## config.mk

```make
export PLATFORM = sky130hd
export DESIGN_NAME = alu_share_arb_flat
export DESIGN_NICKNAME = d
export VERILOG_FILES = /design/src/rtl/alu_share_arb_if.sv /design/src/rtl/alu_share_arb.sv /design/src/flat_wrapper.sv
export SDC_FILE = /design/constraint.sdc
export NUM_CORES = 1
export LEC_CHECK = 0
export BUFFER_PORTS_ARGS = -buffer_cell sky130_fd_sc_hd__buf_2
export CAP_MARGIN = 10
export CORE_AREA = 4 4 122 124
export CTS_CLUSTER_SIZE = 40
export DETAILED_ROUTE_END_ITERATION = 8
export DIE_AREA = 0 0 126 128
export PLACE_DENSITY_LB_ADDON = 0.05
export RECOVER_POWER = 100
export SYNTH_ARGS = -nofsm -noshare
export SYNTH_HDL_FRONTEND = slang
export SYNTH_SLANG_ARGS = --single-unit
```

## constraint.sdc

```tcl
create_clock -name clk -period 2.05 [get_ports clk]
set_clock_uncertainty 0.05 [all_clocks]
set_input_delay 0.615 -clock clk [delete_from_list [all_inputs] [get_ports clk]]
set_output_delay 0.615 -clock clk [all_outputs]
set_load 0.01 [all_outputs]
```

## src/rtl/alu_share_arb_if.sv

```systemverilog
// Request/response bundle between the two execute-stage requesters
// (0 = EXU integer path, 1 = AGU/LSU path) and the shared-ALU arbiter.
interface alu_share_arb_if #(
   parameter int BITS = 32
);
   logic            r0_valid;
   logic            r0_ready;
   logic [3:0]      r0_ctr;
   logic [BITS-1:0] r0_a;
   logic [BITS-1:0] r0_b;

   logic            r1_valid;
   logic            r1_ready;
   logic [3:0]      r1_ctr;
   logic [BITS-1:0] r1_a;
   logic [BITS-1:0] r1_b;

   logic            p0_valid;
   logic            p0_ready;
   logic [BITS-1:0] p0_data;
   logic [3:0]      p0_flags;

   logic            p1_valid;
   logic            p1_ready;
   logic [BITS-1:0] p1_data;
   logic [3:0]      p1_flags;

   modport slave (
      input  r0_valid, r0_ctr, r0_a, r0_b,
      output r0_ready,
      input  r1_valid, r1_ctr, r1_a, r1_b,
      output r1_ready,
      output p0_valid, p0_data, p0_flags,
      input  p0_ready,
      output p1_valid, p1_data, p1_flags,
      input  p1_ready
   );

   modport master (
      output r0_valid, r0_ctr, r0_a, r0_b,
      input  r0_ready,
      output r1_valid, r1_ctr, r1_a, r1_b,
      input  r1_ready,
      input  p0_valid, p0_data, p0_flags,
      output p0_ready,
      input  p1_valid, p1_data, p1_flags,
      output p1_ready
   );
endinterface

```

## src/rtl/alu_share_arb.sv

```systemverilog
// Round-robin sequencer sharing one combinational ALU between two requesters,
// with a registered result/flags slot per requester on a valid/ready channel.
module alu_share_arb #(
   parameter int BITS = 32
) (
   input  logic            clk,
   input  logic            rst,
   alu_share_arb_if.slave  bus,
   output logic [3:0]      alu_ctr,
   output logic [BITS-1:0] alu_a,
   output logic [BITS-1:0] alu_b,
   input  logic [BITS-1:0] alu_out,
   input  logic            alu_zero,
   input  logic            alu_carry,
   input  logic            alu_less,
   input  logic            alu_overflow
);
   localparam int N = 2;

   logic            req_valid [N];
   logic [3:0]      req_ctr   [N];
   logic [BITS-1:0] req_a     [N];
   logic [BITS-1:0] req_b     [N];
   logic            rsp_ready [N];

   logic [N-1:0]    elig;
   logic [N-1:0]    grant;
   logic [3:0]      alu_flags;

   logic [N-1:0]    rsp_valid_q, rsp_valid_d;
   logic [BITS-1:0] rsp_data_q  [N];
   logic [BITS-1:0] rsp_data_d  [N];
   logic [3:0]      rsp_flags_q [N];
   logic [3:0]      rsp_flags_d [N];
   logic            last_grant_q, last_grant_d;

   assign req_valid[0] = bus.r0_valid;
   assign req_ctr[0]   = bus.r0_ctr;
   assign req_a[0]     = bus.r0_a;
   assign req_b[0]     = bus.r0_b;
   assign rsp_ready[0] = bus.p0_ready;

   assign req_valid[1] = bus.r1_valid;
   assign req_ctr[1]   = bus.r1_ctr;
   assign req_a[1]     = bus.r1_a;
   assign req_b[1]     = bus.r1_b;
   assign rsp_ready[1] = bus.p1_ready;

   assign alu_flags = {alu_overflow, alu_less, alu_carry, alu_zero};

   // A slot being drained this cycle can be refilled in the same cycle.
   for (genvar gi = 0; gi < N; gi++) begin : g_elig
      assign elig[gi] = req_valid[gi] && (!rsp_valid_q[gi] || rsp_ready[gi]);
   end

   always_comb begin
      grant = '0;
      if (!rst) begin
         unique case (elig)
            2'b01:   grant = 2'b01;
            2'b10:   grant = 2'b10;
            2'b11:   grant = last_grant_q ? 2'b01 : 2'b10;
            default: grant = 2'b00;
         endcase
      end
   end

   // Idle ALU inputs are forced to zero so the shared unit sees no stale operands.
   always_comb begin
      alu_ctr = '0;
      alu_a   = '0;
      alu_b   = '0;
      for (int i = 0; i < N; i++) begin
         if (grant[i]) begin
            alu_ctr = req_ctr[i];
            alu_a   = req_a[i];
            alu_b   = req_b[i];
         end
      end
   end

   always_comb begin
      rsp_valid_d  = rsp_valid_q;
      last_grant_d = last_grant_q;
      for (int i = 0; i < N; i++) begin
         rsp_data_d[i]  = rsp_data_q[i];
         rsp_flags_d[i] = rsp_flags_q[i];
         if (grant[i]) begin
            rsp_valid_d[i] = 1'b1;
            rsp_data_d[i]  = alu_out;
            rsp_flags_d[i] = alu_flags;
            last_grant_d   = (i != 0);
         end else if (rsp_valid_q[i] && rsp_ready[i]) begin
            rsp_valid_d[i] = 1'b0;
         end
      end
   end

   // After reset last_grant points at requester 1 so requester 0 wins the first tie.
   always_ff @(posedge clk) begin
      if (rst) begin
         rsp_valid_q  <= '0;
         last_grant_q <= 1'b1;
         for (int i = 0; i < N; i++) begin
            rsp_data_q[i]  <= '0;
            rsp_flags_q[i] <= '0;
         end
      end else begin
         rsp_valid_q  <= rsp_valid_d;
         last_grant_q <= last_grant_d;
         for (int i = 0; i < N; i++) begin
            rsp_data_q[i]  <= rsp_data_d[i];
            rsp_flags_q[i] <= rsp_flags_d[i];
         end
      end
   end

   assign bus.r0_ready = grant[0];
   assign bus.r1_ready = grant[1];

   assign bus.p0_valid = rsp_valid_q[0];
   assign bus.p0_data  = rsp_data_q[0];
   assign bus.p0_flags = rsp_flags_q[0];

   assign bus.p1_valid = rsp_valid_q[1];
   assign bus.p1_data  = rsp_data_q[1];
   assign bus.p1_flags = rsp_flags_q[1];
endmodule

```

## src/flat_wrapper.sv

```systemverilog
// flat-port wrapper written by rule: the top's interface ports become plain ports
module alu_share_arb_flat 
#(
   parameter int BITS = 32
)
  (clk, rst, alu_ctr, alu_a, alu_b, alu_out, alu_zero, alu_carry, alu_less, alu_overflow, bus_r0_valid, bus_r0_ctr, bus_r0_a, bus_r0_b, bus_r0_ready, bus_r1_valid, bus_r1_ctr, bus_r1_a, bus_r1_b, bus_r1_ready, bus_p0_valid, bus_p0_data, bus_p0_flags, bus_p0_ready, bus_p1_valid, bus_p1_data, bus_p1_flags, bus_p1_ready);
  alu_share_arb_if #(.BITS(BITS)) bus_i ();
  input  logic clk;
  input  logic rst;
  output logic [3:0] alu_ctr;
  output logic [BITS-1:0] alu_a;
  output logic [BITS-1:0] alu_b;
  input  logic [BITS-1:0] alu_out;
  input  logic alu_zero;
  input  logic alu_carry;
  input  logic alu_less;
  input  logic alu_overflow;
  input wire logic [$bits(bus_i.r0_valid)-1:0] bus_r0_valid;
  input wire logic [$bits(bus_i.r0_ctr)-1:0] bus_r0_ctr;
  input wire logic [$bits(bus_i.r0_a)-1:0] bus_r0_a;
  input wire logic [$bits(bus_i.r0_b)-1:0] bus_r0_b;
  output wire logic [$bits(bus_i.r0_ready)-1:0] bus_r0_ready;
  input wire logic [$bits(bus_i.r1_valid)-1:0] bus_r1_valid;
  input wire logic [$bits(bus_i.r1_ctr)-1:0] bus_r1_ctr;
  input wire logic [$bits(bus_i.r1_a)-1:0] bus_r1_a;
  input wire logic [$bits(bus_i.r1_b)-1:0] bus_r1_b;
  output wire logic [$bits(bus_i.r1_ready)-1:0] bus_r1_ready;
  output wire logic [$bits(bus_i.p0_valid)-1:0] bus_p0_valid;
  output wire logic [$bits(bus_i.p0_data)-1:0] bus_p0_data;
  output wire logic [$bits(bus_i.p0_flags)-1:0] bus_p0_flags;
  input wire logic [$bits(bus_i.p0_ready)-1:0] bus_p0_ready;
  output wire logic [$bits(bus_i.p1_valid)-1:0] bus_p1_valid;
  output wire logic [$bits(bus_i.p1_data)-1:0] bus_p1_data;
  output wire logic [$bits(bus_i.p1_flags)-1:0] bus_p1_flags;
  input wire logic [$bits(bus_i.p1_ready)-1:0] bus_p1_ready;
  assign bus_i.r0_valid = bus_r0_valid;
  assign bus_i.r0_ctr = bus_r0_ctr;
  assign bus_i.r0_a = bus_r0_a;
  assign bus_i.r0_b = bus_r0_b;
  assign bus_r0_ready = bus_i.r0_ready;
  assign bus_i.r1_valid = bus_r1_valid;
  assign bus_i.r1_ctr = bus_r1_ctr;
  assign bus_i.r1_a = bus_r1_a;
  assign bus_i.r1_b = bus_r1_b;
  assign bus_r1_ready = bus_i.r1_ready;
  assign bus_p0_valid = bus_i.p0_valid;
  assign bus_p0_data = bus_i.p0_data;
  assign bus_p0_flags = bus_i.p0_flags;
  assign bus_i.p0_ready = bus_p0_ready;
  assign bus_p1_valid = bus_i.p1_valid;
  assign bus_p1_data = bus_i.p1_data;
  assign bus_p1_flags = bus_i.p1_flags;
  assign bus_i.p1_ready = bus_p1_ready;
  alu_share_arb #(.BITS(BITS)) u_core (.clk(clk), .rst(rst), .bus(bus_i), .alu_ctr(alu_ctr), .alu_a(alu_a), .alu_b(alu_b), .alu_out(alu_out), .alu_zero(alu_zero), .alu_carry(alu_carry), .alu_less(alu_less), .alu_overflow(alu_overflow));
endmodule
```

==> results of run 1 <==
[routing by layer]
layer | track usage | up-vias | wire [µm] | share of wire
li1 | - | 2444 | - | -
met1 | 0.261 | 2354 | 7640 | 0.40
met2 | 0.382 | 187 | 9540 | 0.50
met3 | 0.0667 | 25 | 1410 | 0.075
met4 | 0.0681 | 2 | 350 | 0.018
met5 | 0 | - | 13 | 0.00069
[state kept, by name, indices dropped and copies added (netlist names)]
signal               count
u_core.last_grant_q      1
u_core.rsp_valid_q       2
u_core.rsp_flags_q       8
u_core.rsp_data_q       64
[worst max-delay path: cells and delay by family]
kind,cells,cell delay [ns]
AO/OA/AOI/OAI,2,0.38
AND/OR/NAND/NOR,1,0.11
buffers and inverters,4,0.65
[synthesized netlist by cell type]
master,count,area share
buf_6,3,0.0074
o21ai_0,1,0.0011
nor2_1,3,0.0025
inv_1,68,0.056
a211o_1,1,0.0019
nor2b_2,1,0.0019
nor2b_1,1,0.0014
o211ai_1,1,0.0017
clkbuf_1,27,0.022
mux2i_1,72,0.16
buf_4,4,0.0066
nand2b_1,179,0.25
buf_2,16,0.018
a21oi_1,2,0.0022
dfxtp_1,75,0.33
o32ai_1,68,0.13
o211a_1,2,0.0044
nand2_1,2,0.0017
o211ai_2,1,0.0028
[timing repair]
item,4_1_cts,5_1_grt
setup endpoints to repair,70,70
pin swaps,2,4
buffers inserted,5,1
gates resized for setup,46,35
cloned,4,1
[final cells by class]
cell class              count  area share
diodes                      4     0.00130
clock buffers              13      0.0351
clock inverters             3     0.00276
inverters                  68      0.0332
multi-input cells         334       0.407
flip-flops and latches     75       0.196
well taps                 180      0.0293
repair buffers            369       0.295
[cell families after synthesis]
| group | after synthesis | share of synthesized area |
|---|---|---|
| AND/OR/NAND/NOR | 186 | 0.254 |
| buffers and inverters | 118 | 0.110 |
| AO/OA/AOI/OAI | 76 | 0.145 |
| flip-flops | 75 | 0.331 |
| multiplexers | 72 | 0.159 |
[metrics by stage]
step	total power, mW	TNS [ns]
after floorplan	2.30	-6.40
after global placement	2.85	-21.01
after detailed placement	2.87	-24.23
after CTS	4.54	-23.25
after global routing	4.80	-28.03
final	4.57	-23.50
[power breakdown]
group | total, mW | switching [mW] | internal [mW]
sequential | 1.62 | 0.0545 | 1.57
clock | 1.50 | 0.580 | 0.919
combinational | 1.45 | 0.720 | 0.733
total | 4.57 | 1.35 | 3.22
[worst max path at each step]
stage | depth (start not counted) | end | from | slack (ns)
after detailed placement | 7 | alu_b[16] | bus_p0_ready | -0.45
after global routing | 7 | alu_ctr[1] | u_core.rsp_valid_q[0]$_SDFFE_PP0P_ | -0.47
after CTS | 7 | alu_b[28] | u_core.rsp_valid_q[0]$_SDFFE_PP0P_ | -0.38
after global placement | 7 | alu_b[15] | bus_p0_ready | -0.37
after floorplan | 5 | alu_a[0] | bus_p1_ready | -0.11
final | 7 | alu_a[26] | bus_p0_ready | -0.41
==> results.md, run 1 <==
- Cts hold-fix bufs: 0
- Iteration-0 DRC Markers: 260
- Minimum clock period: 2.46 ns
- CTS Buffer Depth: 2
- Post-synth net total: 705
- Htree depth: 3
- Area Growth Syn to Fin: 69.7%
- Reg2reg start: u_core.last_grant_q$_SDFFE_PP1N_
- Hold Crit Endpoint: u_core.rsp_data_q[0][5]$_SDFFE_PP0N_
- FF-to-FF path depth: 5
- Setup violators final: 70
- Largest fanout on the critical path: 51
- Placed instance area: 0.00665 mm²
- First-pass GRT wire length: 28,000 µm
- Layout Nets: 1,035
- F_max: 406 MHz
- HP Class: reg -> reg
- Yosys reg bits: 75
- Crit. End Element: output port
- Die area: 0.0161 mm²
- Die Width: 126 µm
- CP cell instances: buf_6, nor2b_4, o211ai_1, buf_4, buf_12, o32ai_1, buf_2
- Fillers: 1,283
- Critical path required time: 1.38 ns
- Worst vdd rail ir drop: 0.543 mV
- Syn avg cell area: 8.61 µm²
- Root buf cell: clkbuf_16
- CTS buffer count: 9
- Clock transition at path regs: 0.05 ns
- PortBufs: 321
- Mapped cell area: 0.00454 mm²
- CP arrival: 1.80 ns
- CTS Sinks: 75
- Core ar.: 0.0138 mm²
- FF+latch area: 0.00151 mm²
- Flop2flop setup slack: 0.47 ns
- Final Wtd Congestion: 1.02
- Post-route cell area: 0.00769 mm²
- Failing checks: setup timing
- WL final: 19,000 µm
- Post-place setup slack: -0.445 ns
- Setup ws final: -0.413 ns
- Multi-input gate area: 0.00313 mm²
- Max-cap viol count: 0
- Synth unique cells: 19
- Commonest non-fill, non-tap cell in the layout: buf_2
- Worst R2R End: u_core.rsp_data_q[0][14]$_SDFFE_PP0N_
- Post-route clock period utilization: 1.20
- TritonCTS clock tree: done
- DRC: 0
- Slew HR: 0.609
- Status: complete, but fails checks
- Hold depth: 2
- Via count: 5,012
- Setup CP Type: in -> out
- Antenna violations before repair: 5
- # IOs: 322
- GR Util All Layers: 0.220
- Final count of pins violating max slew: 0
- Final core occ: 0.559
- Pre-antenna DRT Iters: 4
- Placed Instances: 1,015
- Cell leakage power: 3.92 nW
- CP max stage cell: o32ai_1
- DP Wirelength: 14,500 µm
- Final ANT Viol Nets: 0
- Grt total ovfl: 0
- Ratio of cells with drive above 1 in the final layout: 0.516
- Row count: 43
- Die Ht: 128 µm
- Worst-Skew Late Latency: 0.32 ns
- CP max stage delay: 0.30 ns
- Worst hold path startpoint: u_core.rsp_data_q[0][5]$_SDFFE_PP0N_
- Hold_ws: 0.420 ns
- Via-to-Cell Ratio: 4.79
- Pwr Density: 594 mW/mm²
- Startpoint types: input port
- Yosys warnings: 0
- RSZ-0062 raised after global routing: true
- Vias in the first global route: 4,977
- Post-Syn Instances: 527
- Drt wl/cell: 18.1 µm
- Sequential share of the synthesized area: 0.331
- Starting density of the core: 0.329
- Pin count of the biggest net entering global routing: 88
- Non-filler instance count after layout: 1,046
- Commonest cells after routing, fill and taps aside: buf_2, nand2b_1, mux2i_1, dfxtp_1, inv_1
- Final Hold Fails: 0
- Slew of the pin with the lowest slew margin: 0.587 ns
Note: power is estimated with default switching activity, not from simulation.
==> inputs of run 2 (changes only) <==
- MAX_ROUTING_LAYER: default -> met4
- SETUP_SLACK_MARGIN: default -> 0.15
- SKIP_LAST_GASP: default -> 1
==> run 2 against run 1 <==
The flow still finishes with violations (setup timing). Critical path type unchanged. Via count grew 2.8%. Critical path depth is the same. Utilization grew 0.51 points.
==> results.md, run 2 (same netlist as run 1, synthesis figures left out) <==
- Commonest non-fill, non-tap cell in the layout: buf_2
- Setup TNS: -20.91 ns
- CP cell instances: buf_6, nor2b_4, o211ai_1, buf_6, buf_16, o32ai_1, buf_2
- CTS buffer count: 9
- Area Growth Syn to Fin: 71.2%
- Startpoint types: input port
- Reg2reg start: u_core.rsp_valid_q[0]$_SDFFE_PP0P_
- Reg power frac: 0.344
- Switching power: 1.39 mW
- Starting density of the core: 0.329
- Worst R2R End: u_core.rsp_data_q[0][34]$_SDFFE_PP0P_
- Via count: 5,154
- Die area: 0.0161 mm²
- Max reg flops: 64
- Pwr Density: 607 mW/mm²
- Worst-Skew Late Latency: 0.32 ns
- CTS Buffer Depth: 2
- Worst vdd rail ir drop: 0.430 mV
- Setup CP Type: in -> out
- WL final: 19,500 µm
- Final Wtd Congestion: 1.04
- Minimum clock period: 2.43 ns
- GR Util All Layers: 0.230
- Htree depth: 3
- Setup ws final: -0.380 ns
- Largest fanout on the critical path: 15
- DRC: 0
- Cell leakage power: 3.72 nW
- Cts hold-fix bufs: 0
- Critical path buffers and inverters: 4
- Grt total ovfl: 0
- Die Width: 126 µm
- Hold Crit Endpoint: u_core.rsp_data_q[0][48]$_SDFFE_PP0P_
- DP Wirelength: 14,300 µm
- Pin count of the biggest net entering global routing: 102
- Placed instance area: 0.00667 mm²
- Slew of the pin with the lowest slew margin: 0.754 ns
- Die Ht: 128 µm
- Logic pwr share: 0.313
- Max-cap viol count: 0
- Row count: 43
- Post-route cell area: 0.00776 mm²
- Root buf cell: clkbuf_16
- Biggest regs: u_core.rsp_data_q (64), u_core.rsp_flags_q (8), u_core.rsp_valid_q (2)
- CP arrival: 1.77 ns
- Final count of pins violating max slew: 0
- Ratio of cells with drive above 1 in the final layout: 0.445
- CP max stage cell: o32ai_1
- TritonCTS clock tree: done
- HP Class: reg -> reg
- CP most frequent cell: buf_6
- Clock transition at path regs: 0.06 ns
- Critical path required time: 1.38 ns
- Drt wl/cell: 18.3 µm
- Crit. End Element: output port
- Worst hold path startpoint: u_core.rsp_data_q[0][48]$_SDFFE_PP0P_
- Via-to-Cell Ratio: 4.84
- First-pass GRT wire length: 28,600 µm
- Fillers: 1,310
- Sw frac: 0.296
- Setup violators final: 70
- Vias in the first global route: 5,137
- # IOs: 322
- Pre-antenna DRT Iters: 4
- F_max: 412 MHz
- Iteration-0 DRC Markers: 238
- Final Hold Fails: 0
- CTS Sinks: 75
- FF-to-FF path depth: 7
- Post-route clock period utilization: 1.19
- Layout Nets: 1,050
- Status: complete, but fails checks
- Power share of the clock group: 0.343
- Hold depth: 2
- Hold_ws: 0.420 ns
- Failing checks: setup timing
- Most flop-heavy register: u_core.rsp_data_q
- Antenna violations before repair: 7
- PortBufs: 321
- Final ANT Viol Nets: 0
- Flop2flop setup slack: 0.08 ns
- Core ar.: 0.0138 mm²
- CP top delay family: buffers and inverters
- Commonest cells after routing, fill and taps aside: buf_2, nand2b_1, clkbuf_1
- CP max stage delay: 0.26 ns
- Int Power: 3.32 mW
- RSZ-0062 raised after global routing: true
- Slew HR: 0.497
run 2: changes by cell type in the layout (fill, tap and decap cells not counted), sizes merged:
cell and delta:
clkbuf +80, inv +2, clkinv -2, bufinv +1, diode +3, buf -65
bufbuf -1
run 2: layer usage:
metal  part of all wire  GRT usage  vias up  routed length (µm)
li1                   -          -     2476                   -
met1               0.37      0.253     2457                7270
met2               0.54      0.407      195               10400
met3              0.072     0.0554       26                1400
met4              0.019     0.0826        0                 368
met5                  0          -        -                   0
run 2: how the worst max path moves through the flow:
stage / cells past startpoint / to / from
floorplan: 5 / alu_a[0] / bus_p1_ready
global placement: 7 / alu_b[13] / bus_p0_ready
detailed placement: 7 / alu_b[31] / bus_p0_ready
CTS: 6 / alu_b[24] / u_core.rsp_valid_q[1]$_SDFFE_PP0P_
global route: 7 / alu_b[3] / bus_p0_ready
finish: 7 / alu_a[9] / bus_p0_ready
run 2: worst register-to-register path, stage by stage, from the launching register on:
cell and delay [ns]:
dfxtp_2 0.32, nor2b_4 0.12, o211ai_1 0.23, buf_4 0.16
buf_4 0.20, clkbuf_1 0.18, clkbuf_2 0.39, mux2i_1 0.25
run 2: repair_timing:
item | in CTS | in global routing
cloned | 4 | 5
endpoints found under the setup margin | 70 | 70
buffers inserted | 9 | 7
resized for setup | 65 | 17
pin swaps | 1 | 6
run 2: layout make-up:
type                    count  area (µm²)  share of cell area
multi-input cells         334        3130               0.403
diodes                      7        17.5             0.00226
flip-flops and latches     75        1510               0.194
clock buffers              12         256              0.0330
well taps                 180         225              0.0290
clock inverters             4        55.1             0.00709
inverters                  68         255              0.0329
repair buffers            384        2320               0.298
run 2: power groups by stage:
stage          clock network (mW)  logic, mW  registers (mW)
2_1_floorplan                   0      0.610            1.70
3_5_place_dp                    0       1.23            1.65
3_3_place_gp                    0       1.22            1.64
4_1_cts                      1.66       1.42            1.62
5_1_grt                      1.73       1.58            1.64
6_report                     1.62       1.47            1.62
run 2: through the flow:
stage | instances | setup WS, ns | util | total power, mW
final | 1064 | -0.380 | 0.564 | 4.71
after global routing | 1064 | -0.448 | 0.564 | 4.95
after CTS | 1045 | -0.351 | 0.551 | 4.70
after detailed placement | 1016 | -0.400 | 0.485 | 2.88
after global placement | 1016 | -0.368 | 0.485 | 2.86
after floorplan | 527 | -0.103 | - | 2.31
==> inputs of run 3 (changes only) <==
- CTS_CLUSTER_DIAMETER: default -> 60
- GPL_TIMING_DRIVEN: default -> 1
- PLACE_DENSITY_LB_ADDON: 0.05 -> 0.3
==> run 3 against run 2 <==
The flow still finishes with violations (setup timing). Register-to-register slack better by 0.04 ns. Sequential share of layout area is 0.53 points higher. Final area is 2.8% lower. Count of clock-buffer cells in the layout is 2 higher. Via count is 3.9% lower. Critical path depth stayed put. Combinational power is 4% lower. Non-clock buffer count is 21 lower. First-iteration DRC count is 8.4% lower. Largest cell class unchanged. Highest routed layer unchanged.
==> results.md, run 3 (same netlist as run 1, synthesis figures left out) <==
- Status: complete, but fails checks
- Failing checks: setup timing
- Cell leakage power: 3.60 nW
- Worst hold path startpoint: u_core.rsp_data_q[0][44]$_SDFFE_PP0P_
- CP cell instances: buf_6, nor2b_4, o211ai_1, buf_6, buf_16, o32ai_2, buf_2
- Worst R2R End: u_core.rsp_data_q[0][10]$_SDFFE_PP0N_
- CTS Buffer Depth: 2
- Setup TNS: -20.65 ns
- DRC: 0
- Startpoint types: input port
- Iteration-0 DRC Markers: 218
- Minimum clock period: 2.39 ns
- Largest fanout on the critical path: 17
- FF-to-FF path depth: 5
- Layout Nets: 1,029
- Post-route cell area: 0.00755 mm²
- Final Hold Fails: 0
- Area Growth Syn to Fin: 66.4%
- Reg2reg start: u_core.rsp_valid_q[1]$_SDFFE_PP0P_
- Ratio of cells with drive above 1 in the final layout: 0.432
- Via count: 4,952
- Htree depth: 3
- Root buf cell: clkbuf_16
- Critical path required time: 1.38 ns
- Cts hold-fix bufs: 0
- CP most frequent cell: buf_6
- GR Util All Layers: 0.205
- Core ar.: 0.0138 mm²
- Final ANT Viol Nets: 0
- CTS Sinks: 75
- RSZ-0062 raised after global routing: true
- Commonest cells after routing, fill and taps aside: buf_2, nand2b_1, clkbuf_1
- Max-cap viol count: 0
- Most flop-heavy register: u_core.rsp_data_q
- Die Width: 126 µm
- Final Wtd Congestion: 0.920
- DP Wirelength: 12,300 µm
- WL final: 17,400 µm
- Hold depth: 2
- Biggest regs: u_core.rsp_data_q (64), u_core.rsp_flags_q (8), u_core.rsp_valid_q (2)
- Final count of pins violating max slew: 0
- Critical Path Source: bus_p0_ready
- Die area: 0.0161 mm²
- Vias in the first global route: 4,953
- Slew of the pin with the lowest slew margin: 0.862 ns
- CP max stage cell: o32ai_2
- Slew HR: 0.425
- Row count: 43
- Crit. End Element: output port
- Clock transition at path regs: 0.05 ns
- Commonest non-fill, non-tap cell in the layout: buf_2
- Setup ws final: -0.340 ns
- Worst-Skew Late Latency: 0.33 ns
- Placed instance area: 0.00659 mm²
- Post-place setup slack: -0.411 ns
- Via-to-Cell Ratio: 4.74
- Worst vdd rail ir drop: 0.442 mV
- Setup violators final: 70
- CTS buffer count: 9
- Pre-antenna DRT Iters: 4
- Post-route clock period utilization: 1.17
- Hold Crit Endpoint: u_core.rsp_data_q[0][44]$_SDFFE_PP0P_
- FF+latch area: 0.00151 mm²
- PortBufs: 321
- Die Ht: 128 µm
- First-pass GRT wire length: 25,900 µm
- CP max stage delay: 0.23 ns
- # IOs: 322
- HP Class: reg -> reg
- Antenna violations before repair: 8
- Multi-input gate area: 0.00317 mm²
- Flop2flop setup slack: 0.12 ns
- Grt total ovfl: 0
- F_max: 418 MHz
- Max reg flops: 64
- Pwr Density: 592 mW/mm²
- Pin count of the biggest net entering global routing: 102
- Starting density of the core: 0.329
- Drt wl/cell: 16.6 µm
- TritonCTS clock tree: done
- Setup CP Type: in -> out
- Fillers: 1,280
- CP arrival: 1.73 ns
- Final core occ: 0.548
## run 3: what timing repair did
item / CTS / global route
pin swaps: 3 / 0
setup buffers: 4 / 0
gates resized for setup: 48 / 32
endpoints found under the setup margin: 70 / 70
endpoints found under the hold margin: 0 / 0
gates cloned: 5 / 3
## run 3: how the worst max path moves through the flow
stage / to / slack, ns / depth (start not counted)
CTS: alu_a[14] / -0.32 / 7
global route: alu_a[26] / -0.40 / 7
floorplan: alu_a[0] / -0.10 / 5
global placement: alu_ctr[1] / -0.40 / 6
finish: alu_a[31] / -0.34 / 7
detailed placement: alu_ctr[1] / -0.41 / 6
## run 3: final cells by class
cell class / instances / share of cell area
Timing Repair Buffer: 363 / 0.278
Inverter: 68 / 0.0338
Clock buffer: 14 / 0.0350
Clock inverter: 2 / 0.00133
Antenna cell: 8 / 0.00265
Tap cell: 180 / 0.0298
Multi-Input combinational cell: 334 / 0.419
Sequential cell: 75 / 0.199
## run 3: routing by layer
metal,GRT usage,part of all wire,vias to the layer above
li1,-,-,2437
met1,0.238,0.40,2262
met2,0.342,0.51,217
met3,0.0392,0.061,36
met4,0.0940,0.029,0
met5,-,0,-
## run 3: through the flow
step                      instances  hold slack (ns)  total power, mW
after floorplan                 527            0.399             2.31
after global placement         1008            0.408             2.83
after detailed placement       1008            0.408             2.83
after CTS                      1033            0.423             4.43
after global routing           1044            0.443             4.69
final                          1044            0.421             4.46
## run 3: power by group
part | switching (mW) | total (mW) | leakage [nW] | internal [mW]
Combinational | 0.718 | 1.41 | 2.84 | 0.691
Sequential | 0.0566 | 1.62 | 0.617 | 1.57
Clock | 0.550 | 1.43 | 0.137 | 0.882
Total | 1.32 | 4.46 | 3.60 | 3.14
## run 3: critical path: cells and delay by family
| family | cells | cell delay (ns) |
|---|---|---|
| buffers and inverters | 4 | 0.65 |
| AOI/OAI and AO/OA | 2 | 0.35 |
| and+or+nand+nor | 1 | 0.10 |
